===== src/rtl/fxu_pipe.sv =====
// Fixed-point execution unit: MOV/ADD/SUB/JEQ/JLT with an in-order result queue drained by the CDB.
// Optional iterative multiplier (opcode 10) is enabled by defining FXU_MUL_EN.
module fxu_pipe #(
  parameter int WIDTH = 16,
  parameter int TAG_W = 6,
  parameter int DEPTH = 4
) (
  input  logic             clk,
  input  logic             rst_n,
  input  logic             valid,
  input  logic [TAG_W-1:0] rs_num,
  input  logic [3:0]       op,
  input  logic [WIDTH-1:0] val0,
  input  logic [WIDTH-1:0] val1,
  output logic             busy,
  output logic             valid_out,
  output logic [TAG_W-1:0] rs_num_out,
  output logic [3:0]       op_out,
  output logic [WIDTH-1:0] res_out,
  input  logic             cdb_ack
);

  localparam int PW = (DEPTH > 1) ? $clog2(DEPTH) : 1;
  localparam logic [PW:0] FULL_CNT = (PW+1)'(DEPTH);

  localparam logic [3:0] OP_MOV = 4'd0;
  localparam logic [3:0] OP_ADD = 4'd1;
  localparam logic [3:0] OP_JEQ = 4'd6;
  localparam logic [3:0] OP_SUB = 4'd8;
  localparam logic [3:0] OP_JLT = 4'd9;

  logic [TAG_W-1:0] tag_mem [DEPTH];
  logic [3:0]       op_mem  [DEPTH];
  logic [WIDTH-1:0] res_mem [DEPTH];

  logic [PW-1:0] wr_ptr_q, wr_ptr_d;
  logic [PW-1:0] rd_ptr_q, rd_ptr_d;
  logic [PW:0]   count_q, count_d;

  logic             mul_active;
  logic             accept;
  logic             push;
  logic             pop;
  logic [TAG_W-1:0] push_tag;
  logic [3:0]       push_op;
  logic [WIDTH-1:0] push_res;
  logic [WIDTH-1:0] alu_res;

  assign busy   = (count_q == FULL_CNT) || mul_active;
  assign accept = valid && !busy;
  assign pop    = (count_q != '0) && cdb_ack;

  always_comb begin
    alu_res = '0;
    case (op)
      OP_MOV:  alu_res = val0;
      OP_ADD:  alu_res = val0 + val1;
      OP_SUB:  alu_res = val0 - val1;
      OP_JEQ:  alu_res = {{(WIDTH-1){1'b0}}, (val0 == val1)};
      OP_JLT:  alu_res = {{(WIDTH-1){1'b0}}, ($signed(val0) < $signed(val1))};
      default: alu_res = '0;
    endcase
  end

`ifdef FXU_MUL_EN
  localparam logic [3:0] OP_MUL = 4'd10;
  localparam int CW = $clog2(WIDTH);

  typedef enum logic [1:0] {MUL_IDLE, MUL_RUN, MUL_DONE} mul_state_e;

  mul_state_e       state_q, state_d;
  logic [WIDTH-1:0] mcand_q, mcand_d;
  logic [WIDTH-1:0] mplier_q, mplier_d;
  logic [WIDTH-1:0] acc_q, acc_d;
  logic [CW-1:0]    iter_q, iter_d;
  logic [TAG_W-1:0] mtag_q, mtag_d;
  logic             is_mul;

  assign is_mul     = (op == OP_MUL);
  assign mul_active = (state_q != MUL_IDLE);

  // Only the low WIDTH bits of the product are kept, so the shifted multiplicand can drop its MSBs.
  always_comb begin
    state_d  = state_q;
    mcand_d  = mcand_q;
    mplier_d = mplier_q;
    acc_d    = acc_q;
    iter_d   = iter_q;
    mtag_d   = mtag_q;
    case (state_q)
      MUL_IDLE: begin
        if (accept && is_mul) begin
          state_d  = MUL_RUN;
          mcand_d  = val0;
          mplier_d = val1;
          acc_d    = '0;
          iter_d   = '0;
          mtag_d   = rs_num;
        end
      end
      MUL_RUN: begin
        if (mplier_q[0]) acc_d = acc_q + mcand_q;
        mcand_d  = mcand_q << 1;
        mplier_d = mplier_q >> 1;
        iter_d   = iter_q + CW'(1);
        if (iter_q == CW'(WIDTH-1)) state_d = MUL_DONE;
      end
      MUL_DONE: state_d = MUL_IDLE;
      default:  state_d = MUL_IDLE;
    endcase
  end

  always_ff @(posedge clk or negedge rst_n) begin
    if (!rst_n) begin
      state_q  <= MUL_IDLE;
      mcand_q  <= '0;
      mplier_q <= '0;
      acc_q    <= '0;
      iter_q   <= '0;
      mtag_q   <= '0;
    end else begin
      state_q  <= state_d;
      mcand_q  <= mcand_d;
      mplier_q <= mplier_d;
      acc_q    <= acc_d;
      iter_q   <= iter_d;
      mtag_q   <= mtag_d;
    end
  end

  // DONE and a fresh accept never coincide: busy is held high through the DONE edge.
  always_comb begin
    push     = accept && !is_mul;
    push_tag = rs_num;
    push_op  = op;
    push_res = alu_res;
    if (state_q == MUL_DONE) begin
      push     = 1'b1;
      push_tag = mtag_q;
      push_op  = OP_MUL;
      push_res = acc_q;
    end
  end
`else
  assign mul_active = 1'b0;
  assign push       = accept;
  assign push_tag   = rs_num;
  assign push_op    = op;
  assign push_res   = alu_res;
`endif

  always_comb begin
    wr_ptr_d = wr_ptr_q;
    rd_ptr_d = rd_ptr_q;
    count_d  = count_q;
    if (push) wr_ptr_d = wr_ptr_q + PW'(1);
    if (pop)  rd_ptr_d = rd_ptr_q + PW'(1);
    case ({push, pop})
      2'b10:   count_d = count_q + (PW+1)'(1);
      2'b01:   count_d = count_q - (PW+1)'(1);
      default: count_d = count_q;
    endcase
  end

  always_ff @(posedge clk or negedge rst_n) begin
    if (!rst_n) begin
      wr_ptr_q <= '0;
      rd_ptr_q <= '0;
      count_q  <= '0;
    end else begin
      wr_ptr_q <= wr_ptr_d;
      rd_ptr_q <= rd_ptr_d;
      count_q  <= count_d;
    end
  end

  // Storage needs no reset: the head is masked to zero whenever count is zero.
  always_ff @(posedge clk) begin
    if (push) begin
      tag_mem[wr_ptr_q] <= push_tag;
      op_mem[wr_ptr_q]  <= push_op;
      res_mem[wr_ptr_q] <= push_res;
    end
  end

  assign valid_out  = (count_q != '0);
  assign rs_num_out = valid_out ? tag_mem[rd_ptr_q] : '0;
  assign op_out     = valid_out ? op_mem[rd_ptr_q]  : '0;
  assign res_out    = valid_out ? res_mem[rd_ptr_q] : '0;

endmodule


===== config.mk =====
export PLATFORM = sky130hd
export DESIGN_NAME = fxu_pipe
export DESIGN_NICKNAME = d
export VERILOG_FILES = /design/src/rtl/fxu_pipe.sv
export SDC_FILE = /design/constraint.sdc
export NUM_CORES = 1
export LEC_CHECK = 0
export BUFFER_PORTS_ARGS = -buffer_cell sky130_fd_sc_hd__clkbuf_2
export CELL_PAD_IN_SITES_DETAIL_PLACEMENT = 0
export CELL_PAD_IN_SITES_GLOBAL_PLACEMENT = 2
export CORE_MARGIN = 4
export CORE_UTILIZATION = 40
export CTS_BUF_LIST = sky130_fd_sc_hd__clkbuf_4 sky130_fd_sc_hd__clkbuf_8 sky130_fd_sc_hd__clkbuf_16
export DETAILED_ROUTE_END_ITERATION = 10
export GPL_ROUTABILITY_DRIVEN = 0
export HOLD_SLACK_MARGIN = 0.15
export PLACE_DENSITY_LB_ADDON = 0.1
export SETUP_SLACK_MARGIN = 0.02
export SYNTH_ARGS = -nofsm -noshare
export SYNTH_HDL_FRONTEND = slang
export SYNTH_SLANG_ARGS = --single-unit

===== constraint.sdc =====
create_clock -name clk -period 2.3 [get_ports clk]
set_clock_uncertainty 0.15 [all_clocks]
set_input_delay 0.345 -clock clk [delete_from_list [all_inputs] [get_ports clk]]
set_output_delay 0.345 -clock clk [all_outputs]
set_load 0.05 [all_outputs]

==> metrics.yaml, run 1 <==
synth:
  syn_nets: 601
  synth_cell_types: 68
  synthMuxAreaShare_pct: 9.54
  synth_edf_count: 104
  netlist_instances: 516
  synth-seq-cells: 111
  synth_compound_area_share_pct: 13.2
  synth_flop_cell: "edfxtp_1"
  yosys.area_share.simple_pct: 11.8
  yosysWarnings: 0
  synth_xor_area_share_pct: 1.35
  synth_top_family_by_area: "compound AO/OA/AOI/OAI gates"
  synthAdderAreaFrac_pct: 7.89
  avgSynthCellArea_sq_um: 12.5
  synth_area_sq_mm: 0.00647
  synthArstFlopShare_pct: 6.31
  yosysSeqAreaShare_pct: 51.0
finish:
  nets: 791
  layout_commonest_cell: "buf_4"
  multi_input_area_sq_mm: 0.00320
  stdcell_count: 927
  most-common-layout-cells: "119 x buf_4, 104 x edfxtp_1, 43 x clkbuf_2"
  fillers: 1314
  regArea_sq_mm: 0.00330
  area_delta_synth_final_pct: 40.7
  antenna_cells: 0
  design_area_sq_mm: 0.00910
  fin_util_pct: 57.3
  layout-drive-gt1-share_pct: 47.1
drt:
  drc: 0
  viasPerCell: 5.17
  wirelength_mm: 16.4
  drtIter0Drc: 253
  ant_nets: 0
  vias: 4792
  avgRoutedWirePerCell_microns: 17.7
  drt-pass1-iter-count: 9
clock_tree:
  clk_path_buf_depth: 2
  cts_sinks: 111
  path_clk_slew_ns: 0.06
  worstSkewPairLatency_ns: 0.33
  cts_root_buffer: "clkbuf_16"
  cts_buffers: 9
  cts_tree: "built"
  h-tree-depth: 3
pwr:
  leakagePower_nw: 3.66
  p_switching_mw: 3.76
  p_comb_share_pct: 56.1
  power_density_mw_per_mm2: 1110
  power_frac_clock_pct: 16.0
  sw_frac_of_total_pct: 37.2
  intPower_mw: 6.36
  vdd_ir_drop_max_mv: 0.890
  finalPower_mw: 10.1
  seqPwrFrac_pct: 27.9
critical_path:
  timing_worst_setup_path_type: "register to output port"
  r2r_end: "count_q[1]$_DFFE_PN0P_"
  crit_path_start_kind: "register"
  crit_cells: 4
  critical_path.top_delay_family: "multiplexers"
  cp.arrival_ns: 1.86
  crit_slowest_cell: "mux4_2"
  cp-end-kind: "output port"
  rrSetupSlack_ns: 0.21
  crit_path_cell_trace: "clkbuf_16 > mux4_2 > and2_4 > buf_8"
  r2r_start: "count_q[1]$_DFFE_PN0P_"
  critical_path_buf_inv_count: 2
  worst_r2r_path_depth: 6
  crit_fanout: 7
  max_stage_delay_ns: 0.51
  required_ns: 1.80
global_routing:
  grt_pass1_vias: 4941
  grt_usage_pct: 18.0
  grt_max_degree: 28
  grt_overflow: 0
  busiest_layer: "met2"
  grt_pass1_wl_mm: 25.8
  grt_use_met1_pct: 24.0
  antenna_found_initial: 0
  use_met2_pct: 31.9
  met3_usage_pct: 1.67
placed_design:
  preCtsSetupSlack_ns: -0.531
  dpl-instance-area_sq_mm: 0.00801
  dp_cells: 896
  hpwl_mm: 11.7
  portBuffers: 73
floorplanning:
  die_x_microns: 135
  die_area_sq_mm: 0.0183
  core_sq_mm: 0.0159
  num_rows: 46
  io_pins: 74
  start_util_pct: 40.7
  die_y_microns: 135
sta:
  fin_setup_tns_ns: -0.732
  tightestPinTransition_ns: 0.514
  hold_ws_ns: 0.231
  setup_violations: 28
  fmax_ghz: 0.425
  rsz0062_at_grt: "yes"
  maxSlewViolCount: 0
  setup_ws_ns: -0.0528
  post-route-period-util_pct: 102
  fin_crit_ns: 2.35
  relSlewSlack_pct: 65.5
  hold_viol_final: 0
run_status:
  status: "finished with violations"
  violations: "setup timing"
flow_run:
  maxCapViolCount: 0
min_path:
  hp-class: "primary input to async pin"
cell type report:
| type | instances | area share [%] |
|---|---|---|
| Inverter | 36 | 1.71 |
| Sequential cell | 111 | 36.3 |
| Multi-Input combinational cell | 340 | 35.1 |
| Clock buffer | 9 | 2.48 |
| Timing Repair Buffer | 208 | 20.4 |
| Clock inverter | 7 | 1.05 |
| Tap cell | 216 | 2.97 |
flip-flops by register name, indices dropped and copies added, names as in the netlist:
name / count
count_q: 3
res_mem: 64
op_mem: 16
tag_mem: 24
rd_ptr_q: 2
wr_ptr_q: 2
kinds of logic (layout without fill, tap and decap cells):
group,Yosys count,in the layout
XOR/XNOR,10,10
AO/OA/AOI/OAI,121,121
AND/OR/NAND/NOR,141,141
adder cells (fa/ha/maj),39,39
buffers and inverters,65,260
multiplexers,29,29
flip-flops,111,111
layer usage:
| metal | up-vias | wire, microns |
|---|---|---|
| li1 | 2332 | - |
| met1 | 2351 | 7400 |
| met2 | 97 | 8340 |
| met3 | 12 | 492 |
| met4 | 0 | 174 |
| met5 | - | 0 |
power by group through the flow:
| stage | combinational, mW | sequential (mW) | clock (mW) |
|---|---|---|---|
| 4_1_cts | 5.51 | 2.82 | 1.64 |
| 6_report | 5.67 | 2.83 | 1.62 |
| 5_1_grt | 5.99 | 2.86 | 1.74 |
| 2_1_floorplan | 3.10 | 2.80 | 0 |
| 3_5_place_dp | 4.32 | 2.85 | 0 |
| 3_3_place_gp | 4.28 | 2.81 | 0 |
cells in the mapped netlist, drive strengths merged (4+ instances only):
cell type	instances	area [sq um]
dfrtp	7	175
edfxtp	104	3120
nand2b	7	51.3
nor3	11	65.1
xor2	5	43.8
a22o	5	43.8
nand3	5	25.0
a21oi	34	185
nand2	25	93.8
mux4	26	586
clkbuf	20	139
o21ai	25	133
a221o	7	71.3
inv	36	135
a21o	5	38.8
o221ai	6	52.6
o211ai	5	37.5
buf	8	42.5
o21bai	5	37.5
xnor2	5	43.8
ha	36	450
nand4	9	56.3
nor4	6	43.8
nor2	31	119
and2	32	200
a211oi	4	30.0
how the worst max path moves through the flow:
| stage | from | to | slack (ns) |
|---|---|---|---|
| floorplan | val0[0] | res_mem[0][10]$_DFFE_PP_ | -0.06 |
| global placement | val0[0] | res_mem[0][14]$_DFFE_PP_ | -0.43 |
| detailed placement | val0[0] | res_mem[2][14]$_DFFE_PP_ | -0.53 |
| CTS | rd_ptr_q[0]$_DFFE_PN0P_ | res_out[15] | -0.10 |
| global route | val0[0] | res_mem[1][14]$_DFFE_PP_ | -0.17 |
| finish | rd_ptr_q[0]$_DFFE_PN0P_ | res_out[13] | -0.05 |
timing repair:
item,CTS,global route
gates cloned,2,1
endpoints found under the setup margin,58,70
resized for setup,86,66
hold buffers,7,0
pin swaps,10,17
buffers inserted,4,3
hold endpoints to repair,31,0
No activity file was read; power rests on OpenSTA's default activity.
==> inputs of run 2 (changes only) <==
--- a/config.mk
+++ b/config.mk
@@ -19,3 +19,4 @@
 export SYNTH_ARGS = -nofsm -noshare
 export SYNTH_HDL_FRONTEND = slang
 export SYNTH_SLANG_ARGS = --single-unit
+export TNS_END_PERCENT = 10
==> run 2 against run 1 <==
Compared with the run above: the flow still finishes with violations (setup timing); clock power down 12%; non-clock buffer count up 7; count of clock-buffer cells in the layout unchanged; via count up 0.98%; critical path type unchanged; highest routed layer unchanged.
==> metrics.yaml, run 2 (synthesized netlist as in run 1, its figures left out) <==
run_status:
  status: "finished with violations"
  violations: "setup timing"
global_routing:
  grt_pass1_wl_mm: 26.1  # +1.1%
  grt_pass1_vias: 5017  # +1.5%
  antenna_found_initial: 0  # unchanged
  grt_usage_pct: 18.1  # +0.092 points
  grt_overflow: 0  # unchanged
  grt_max_degree: 28  # unchanged
finish:
  fillers: 1363  # +3.7%
  reg.largest.list: "res_mem: 64 flops, tag_mem: 24 flops, op_mem: 16 flops"
  layout-drive-gt1-share_pct: 46.1  # -1.0 points
  layout_commonest_cell: "buf_4"
  max_flop_register: "res_mem"
  antenna_cells: 0  # unchanged
  area_delta_synth_final_pct: 39.7
  fin_util_pct: 56.9  # -0.40 points
  design_area_sq_mm: 0.00903  # -0.70%
  regArea_sq_mm: 0.00330  # unchanged
  multi_input_area_sq_mm: 0.00309  # -3.4%
  largest_reg_flops: 64  # unchanged
  stdcell_count: 934  # +0.76%
  most-common-layout-cells: "123 x buf_4, 104 x edfxtp_1, 43 x clkbuf_2"
  nets: 798  # +0.88%
sta:
  tightestPinTransition_ns: 0.354  # -0.160 ns
  hold_viol_final: 0  # unchanged
  setup_violations: 21  # -25%
  rsz0062_at_grt: "yes"
  fin_crit_ns: 2.34  # -0.0138 ns
  fmax_ghz: 0.428  # +0.59%
  post-route-period-util_pct: 102  # -0.60 points
  setup_ws_ns: -0.0390  # +0.0138 ns
  relSlewSlack_pct: 76.2  # +11 points
  maxSlewViolCount: 0  # unchanged
  fin_setup_tns_ns: -0.481  # +0.251 ns
  hold_ws_ns: 0.219  # -0.0120 ns
pwr:
  intPower_mw: 6.27  # -1.3%
  power_density_mw_per_mm2: 1110  # about the same
  vdd_ir_drop_max_mv: 0.819  # -8.0%
  leakagePower_nw: 3.67  # +0.23%
  power_frac_clock_pct: 14.2  # -1.8 points
  sw_frac_of_total_pct: 37.6  # +0.39 points
  p_switching_mw: 3.77  # +0.31%
  p_comb_share_pct: 57.8  # +1.7 points
  seqPwrFrac_pct: 27.9  # about the same
floorplanning:
  io_pins: 74  # unchanged
  num_rows: 46  # unchanged
  core_sq_mm: 0.0159  # unchanged
  die_y_microns: 135  # unchanged
  die_x_microns: 135  # unchanged
  die_area_sq_mm: 0.0183  # unchanged
  start_util_pct: 40.7  # unchanged
clock_tree:
  cts_sinks: 111  # unchanged
  cts_tree: "built"
  cts_buffers: 9  # unchanged
  h-tree-depth: 3  # unchanged
  cts_root_buffer: "clkbuf_16"
  worstSkewPairLatency_ns: 0.34  # about the same
  path_clk_slew_ns: 0.07  # about the same
  clk_path_buf_depth: 2  # unchanged
placed_design:
  dp_cells: 903  # +0.78%
  portBuffers: 73  # unchanged
  hpwl_mm: 11.9  # +1.7%
  dpl-instance-area_sq_mm: 0.00806  # +0.61%
drt:
  viasPerCell: 5.18  # +0.22%
  vias: 4839  # +0.98%
  ant_nets: 0  # unchanged
  drtIter0Drc: 189  # -25%
  drt-pass1-iter-count: 4  # -5
  avgRoutedWirePerCell_microns: 17.4  # -1.7%
  drc: 0  # unchanged
  wirelength_mm: 16.2  # -0.97%
critical_path:
  timing_worst_setup_path_type: "register to output port"
  cp-end-kind: "output port"
  cp.arrival_ns: 1.84  # -0.02 ns
  crit_path_start_kind: "register"
  rrSetupSlack_ns: 0.23  # +0.02 ns
  required_ns: 1.80  # about the same
  crit_fanout: 7  # unchanged
flow_run:
  maxCapViolCount: 0  # unchanged
min_path:
  hp-class: "primary input to register"
## run 2: cell types whose count changed in the layout (fill, tap and decap cells not counted), moves of 3 or more
cell | before | now
and2_4 | 23 | 26
ha_1 | 26 | 29
and2_1 | 9 | 6
buf_4 | 119 | 123
## run 2: stage by stage
stage	worst slack, ns	total power, mW
floorplan	-0.0645	5.89
global placement	-0.449	7.10
detailed placement	-0.547	7.15
CTS	-0.0762	9.84
global route	-0.0996	10.5
finish	-0.0390	10.0
## run 2: final cells by class
type	instances	share of cell area, %
Clock buffer	9	2.49
Inverter	36	1.72
Sequential cell	111	36.5
Clock inverter	7	0.610
Tap cell	216	2.99
Timing Repair Buffer	215	21.5
Multi-Input combinational cell	340	34.2
## run 2: power groups by stage
| stage | Clock, mW | Combinational, mW | Sequential, mW |
|---|---|---|---|
| after floorplan | 0 | 3.09 | 2.80 |
| after global placement | 0 | 4.28 | 2.82 |
| after detailed placement | 0 | 4.30 | 2.85 |
| after CTS | 1.47 | 5.57 | 2.80 |
| after global routing | 1.55 | 6.15 | 2.84 |
| final | 1.43 | 5.81 | 2.80 |
## run 2: layer usage
layer	track usage, %	vias up	share of wire [%]
li1	-	2363	-
met1	25.0	2353	45
met2	30.8	110	50
met3	1.89	13	3.5
met4	4.65	0	1.0
met5	0	-	0
## run 2: critical path: stages (launching register included)
cell and delay [ns]:
dfrtp_2 0.40, buf_12 0.13, buf_16 0.14, mux4_2 0.51, and2_4 0.18, buf_8 0.14
## run 2: path summary, 6_finish.rpt
kind / startpoint / cells past startpoint / to
max in group asynchronous: rst_n / 2 / rd_ptr_q[0]$_DFFE_PN0P_
min in group asynchronous: rst_n / 2 / rd_ptr_q[0]$_DFFE_PN0P_
setup reg to reg: count_q[1]$_DFFE_PN0P_ / 6 / count_q[1]$_DFFE_PN0P_
setup / recovery: rd_ptr_q[0]$_DFFE_PN0P_ / 5 / res_out[4]
hold reg to reg: count_q[2]$_DFFE_PN0P_ / 1 / count_q[2]$_DFFE_PN0P_
hold / removal: cdb_ack / 3 / rd_ptr_q[0]$_DFFE_PN0P_
## run 2: timing repair
item | 4_1_cts | 5_1_grt
hold endpoints to repair | 31 | 0
hold buffers | 7 | 0
cloned | 2 | 1
resized for setup | 91 | 49
endpoints found under the setup margin | 54 | 74
pin swaps | 5 | 8
buffers inserted | 5 | 0
==> inputs of run 3 (changes only) <==
--- a/config.mk
+++ b/config.mk
@@ -15,6 +15,7 @@
 export GPL_ROUTABILITY_DRIVEN = 0
 export HOLD_SLACK_MARGIN = 0.15
 export PLACE_DENSITY_LB_ADDON = 0.1
+export RECOVER_POWER = 100
 export SETUP_SLACK_MARGIN = 0.02
 export SYNTH_ARGS = -nofsm -noshare
 export SYNTH_HDL_FRONTEND = slang
==> run 3 against run 2 <==
Compared with the run above: the run still ends with setup timing left; count of clock-buffer cells in the layout did not move; register-to-register slack got worse by 0.13 ns; sequential cell count did not move; non-clock buffer count did not move; sequential power barely moved; combinational power fell by 2%; setup slack got worse by 0.00055 ns; die area did not move; final cell count did not move; via count barely moved; critical path type unchanged.
==> metrics.yaml, run 3 (synthesized netlist as in run 1, its figures left out) <==
sta:
  hold_viol_final: 0  # unchanged
  post-route-period-util_pct: 102  # about the same
  relSlewSlack_pct: 60.3  # -16 points
  maxSlewViolCount: 0  # unchanged
  tightestPinTransition_ns: 0.598  # +0.243 ns
  fmax_ghz: 0.427  # about the same
  setup_violations: 24  # +14%
  hold_ws_ns: 0.258  # +0.0384 ns
  setup_ws_ns: -0.0395  # -0.000551 ns
  fin_crit_ns: 2.34  # +0.000551 ns
  rsz0062_at_grt: "yes"
  fin_setup_tns_ns: -0.499  # -0.0183 ns
flow_run:
  maxCapViolCount: 0  # unchanged
run_status:
  violations: "setup timing"
  status: "finished with violations"
drt:
  drtIter0Drc: 174  # -7.9%
  drt-pass1-iter-count: 4  # unchanged
  avgRoutedWirePerCell_microns: 17.4  # +0.22%
  ant_nets: 0  # unchanged
  wirelength_mm: 16.3  # +0.22%
  drc: 0  # unchanged
  vias: 4841  # +0.041%
  viasPerCell: 5.18  # about the same
finish:
  stdcell_count: 934  # unchanged
  nets: 798  # unchanged
  antenna_cells: 0  # unchanged
  reg.largest.list: "res_mem: 64 flops, tag_mem: 24 flops, op_mem: 16 flops"
  layout-drive-gt1-share_pct: 42.9  # -3.2 points
  layout_commonest_cell: "buf_4"
  largest_reg_flops: 64  # unchanged
  fillers: 1389  # +1.9%
  area_delta_synth_final_pct: 37.8
  most-common-layout-cells: "111 x buf_4, 104 x edfxtp_1, 33 x clkbuf_2"
  max_flop_register: "res_mem"
min_path:
  worstHoldStart: "cdb_ack"
  hp-class: "primary input to register"
critical_path:
  crit_fanout: 7  # unchanged
  cp-end-kind: "output port"
  timing_worst_setup_path_type: "register to output port"
  crit_path_start: "rd_ptr_q[0]$_DFFE_PN0P_"
  required_ns: 1.80  # about the same
  r2r_start: "count_q[0]$_DFFE_PN0P_"
  cp.arrival_ns: 1.84  # about the same
  worst_r2r_path_depth: 6  # unchanged
  r2r_end: "res_mem[2][15]$_DFFE_PP_"
  rrSetupSlack_ns: 0.10  # -0.13 ns
  crit_path_end: "res_out[4]"
  crit_path_start_kind: "register"
floorplanning:
  die_area_sq_mm: 0.0183  # unchanged
  num_rows: 46  # unchanged
  start_util_pct: 40.7  # unchanged
  die_x_microns: 135  # unchanged
  core_sq_mm: 0.0159  # unchanged
  io_pins: 74  # unchanged
  die_y_microns: 135  # unchanged
pwr:
  power_frac_clock_pct: 14.3  # about the same
  intPower_mw: 6.20  # -1.2%
  sw_frac_of_total_pct: 37.8  # +0.24 points
  power_density_mw_per_mm2: 1120  # +0.58%
  seqPwrFrac_pct: 28.2  # +0.3 points
  p_comb_share_pct: 57.5  # -0.3 points
  p_switching_mw: 3.77  # -0.18%
  leakagePower_nw: 3.58  # -2.5%
  vdd_ir_drop_max_mv: 0.823  # +0.55%
  finalPower_mw: 9.96  # -0.82%
global_routing:
  grt_pass1_vias: 5017  # unchanged
  antenna_found_initial: 0  # unchanged
  grt_pass1_wl_mm: 26.1  # unchanged
  grt_overflow: 0  # unchanged
  grt_usage_pct: 18.1  # unchanged
  grt_max_degree: 28  # unchanged
placed_design:
  dp_cells: 903  # unchanged
  hpwl_mm: 11.9  # unchanged
  portBuffers: 73  # unchanged
clock_tree:
  cts_root_buffer: "clkbuf_16"
  cts_sinks: 111  # unchanged
  cts_buffers: 9  # unchanged
  cts_tree: "built"
  path_clk_slew_ns: 0.07  # about the same
  worstSkewPairLatency_ns: 0.34  # about the same
  clk_path_buf_depth: 2  # unchanged
  h-tree-depth: 3  # unchanged
## run 3: cell count changes in the layout (fill, tap and decap cells not counted), sizes merged
| cell | before | now |
|---|---|---|
| buf | 158 | 142 |
| clkbuf | 59 | 75 |
| clkinvlp | 2 | 3 |
| inv | 38 | 37 |
## run 3: how the worst min path moves through the flow
stage	end	slack [ns]	depth (start not counted)
6_report	rd_ptr_q[0]$_DFFE_PN0P_	0.26	3
5_1_grt	rd_ptr_q[0]$_DFFE_PN0P_	0.31	3
4_1_cts	rd_ptr_q[0]$_DFFE_PN0P_	0.21	3
3_5_place_dp	wr_ptr_q[0]$_DFFE_PN0P_	0.05	1
3_3_place_gp	rd_ptr_q[1]$_DFFE_PN0P_	0.04	1
2_1_floorplan	count_q[0]$_DFFE_PN0P_	-0.10	0
## run 3: power groups by stage
stage                     Sequential [mW]  Combinational (mW)  Clock (mW)
after floorplan                      2.80                3.09           0
after global placement               2.82                4.28           0
after detailed placement             2.85                4.30           0
after CTS                            2.80                5.57        1.47
after global routing                 2.84                6.05        1.55
final                                2.81                5.72        1.43
## run 3: layer usage
metal / track usage [%] / vias up / wire, microns
met2: 30.8 / 89 / 8110
li1: - / 2362 / -
met5: 0 / - / 0
met3: 1.89 / 20 / 379
met1: 25.0 / 2370 / 7570
met4: 4.65 / 0 / 223
## run 3: cell type report
type	count	area (sq um)	area share [%]
Clock inverter	7	55.1	0.618
Clock buffer	9	225	2.53
Multi-Input combinational cell	340	3070	34.5
Tap cell	216	270	3.03
Timing Repair Buffer	215	1840	20.6
Inverter	36	149	1.67
Sequential cell	111	3300	37.0
## run 3: timing repair
| action | CTS | global route |
|---|---|---|
| hold endpoints to repair | 31 | 0 |
| resized for setup | 91 | 49 |
| hold buffers | 7 | 0 |
| pin swaps | 5 | 8 |
| setup buffers | 5 | 0 |
| endpoints found under the setup margin | 54 | 74 |
| cloned | 2 | 1 |
## run 3: through the flow
step / util (%) / worst slack, ns / cell area, sq um
6_report: 56.1 / -0.0395 / 8910
3_3_place_gp: 50.7 / -0.449 / 8060
3_5_place_dp: 50.7 / -0.547 / 8060
2_1_floorplan: - / -0.0645 / 6600
4_1_cts: 55.9 / -0.0762 / 8880
5_1_grt: 56.1 / -0.0996 / 8910
## run 3: critical path, cell delays in order, from the launching register on
cell	delay, ns
dfrtp_2	0.40
buf_12	0.13
buf_16	0.14
mux4_2	0.51
and2_4	0.18
buf_8	0.14
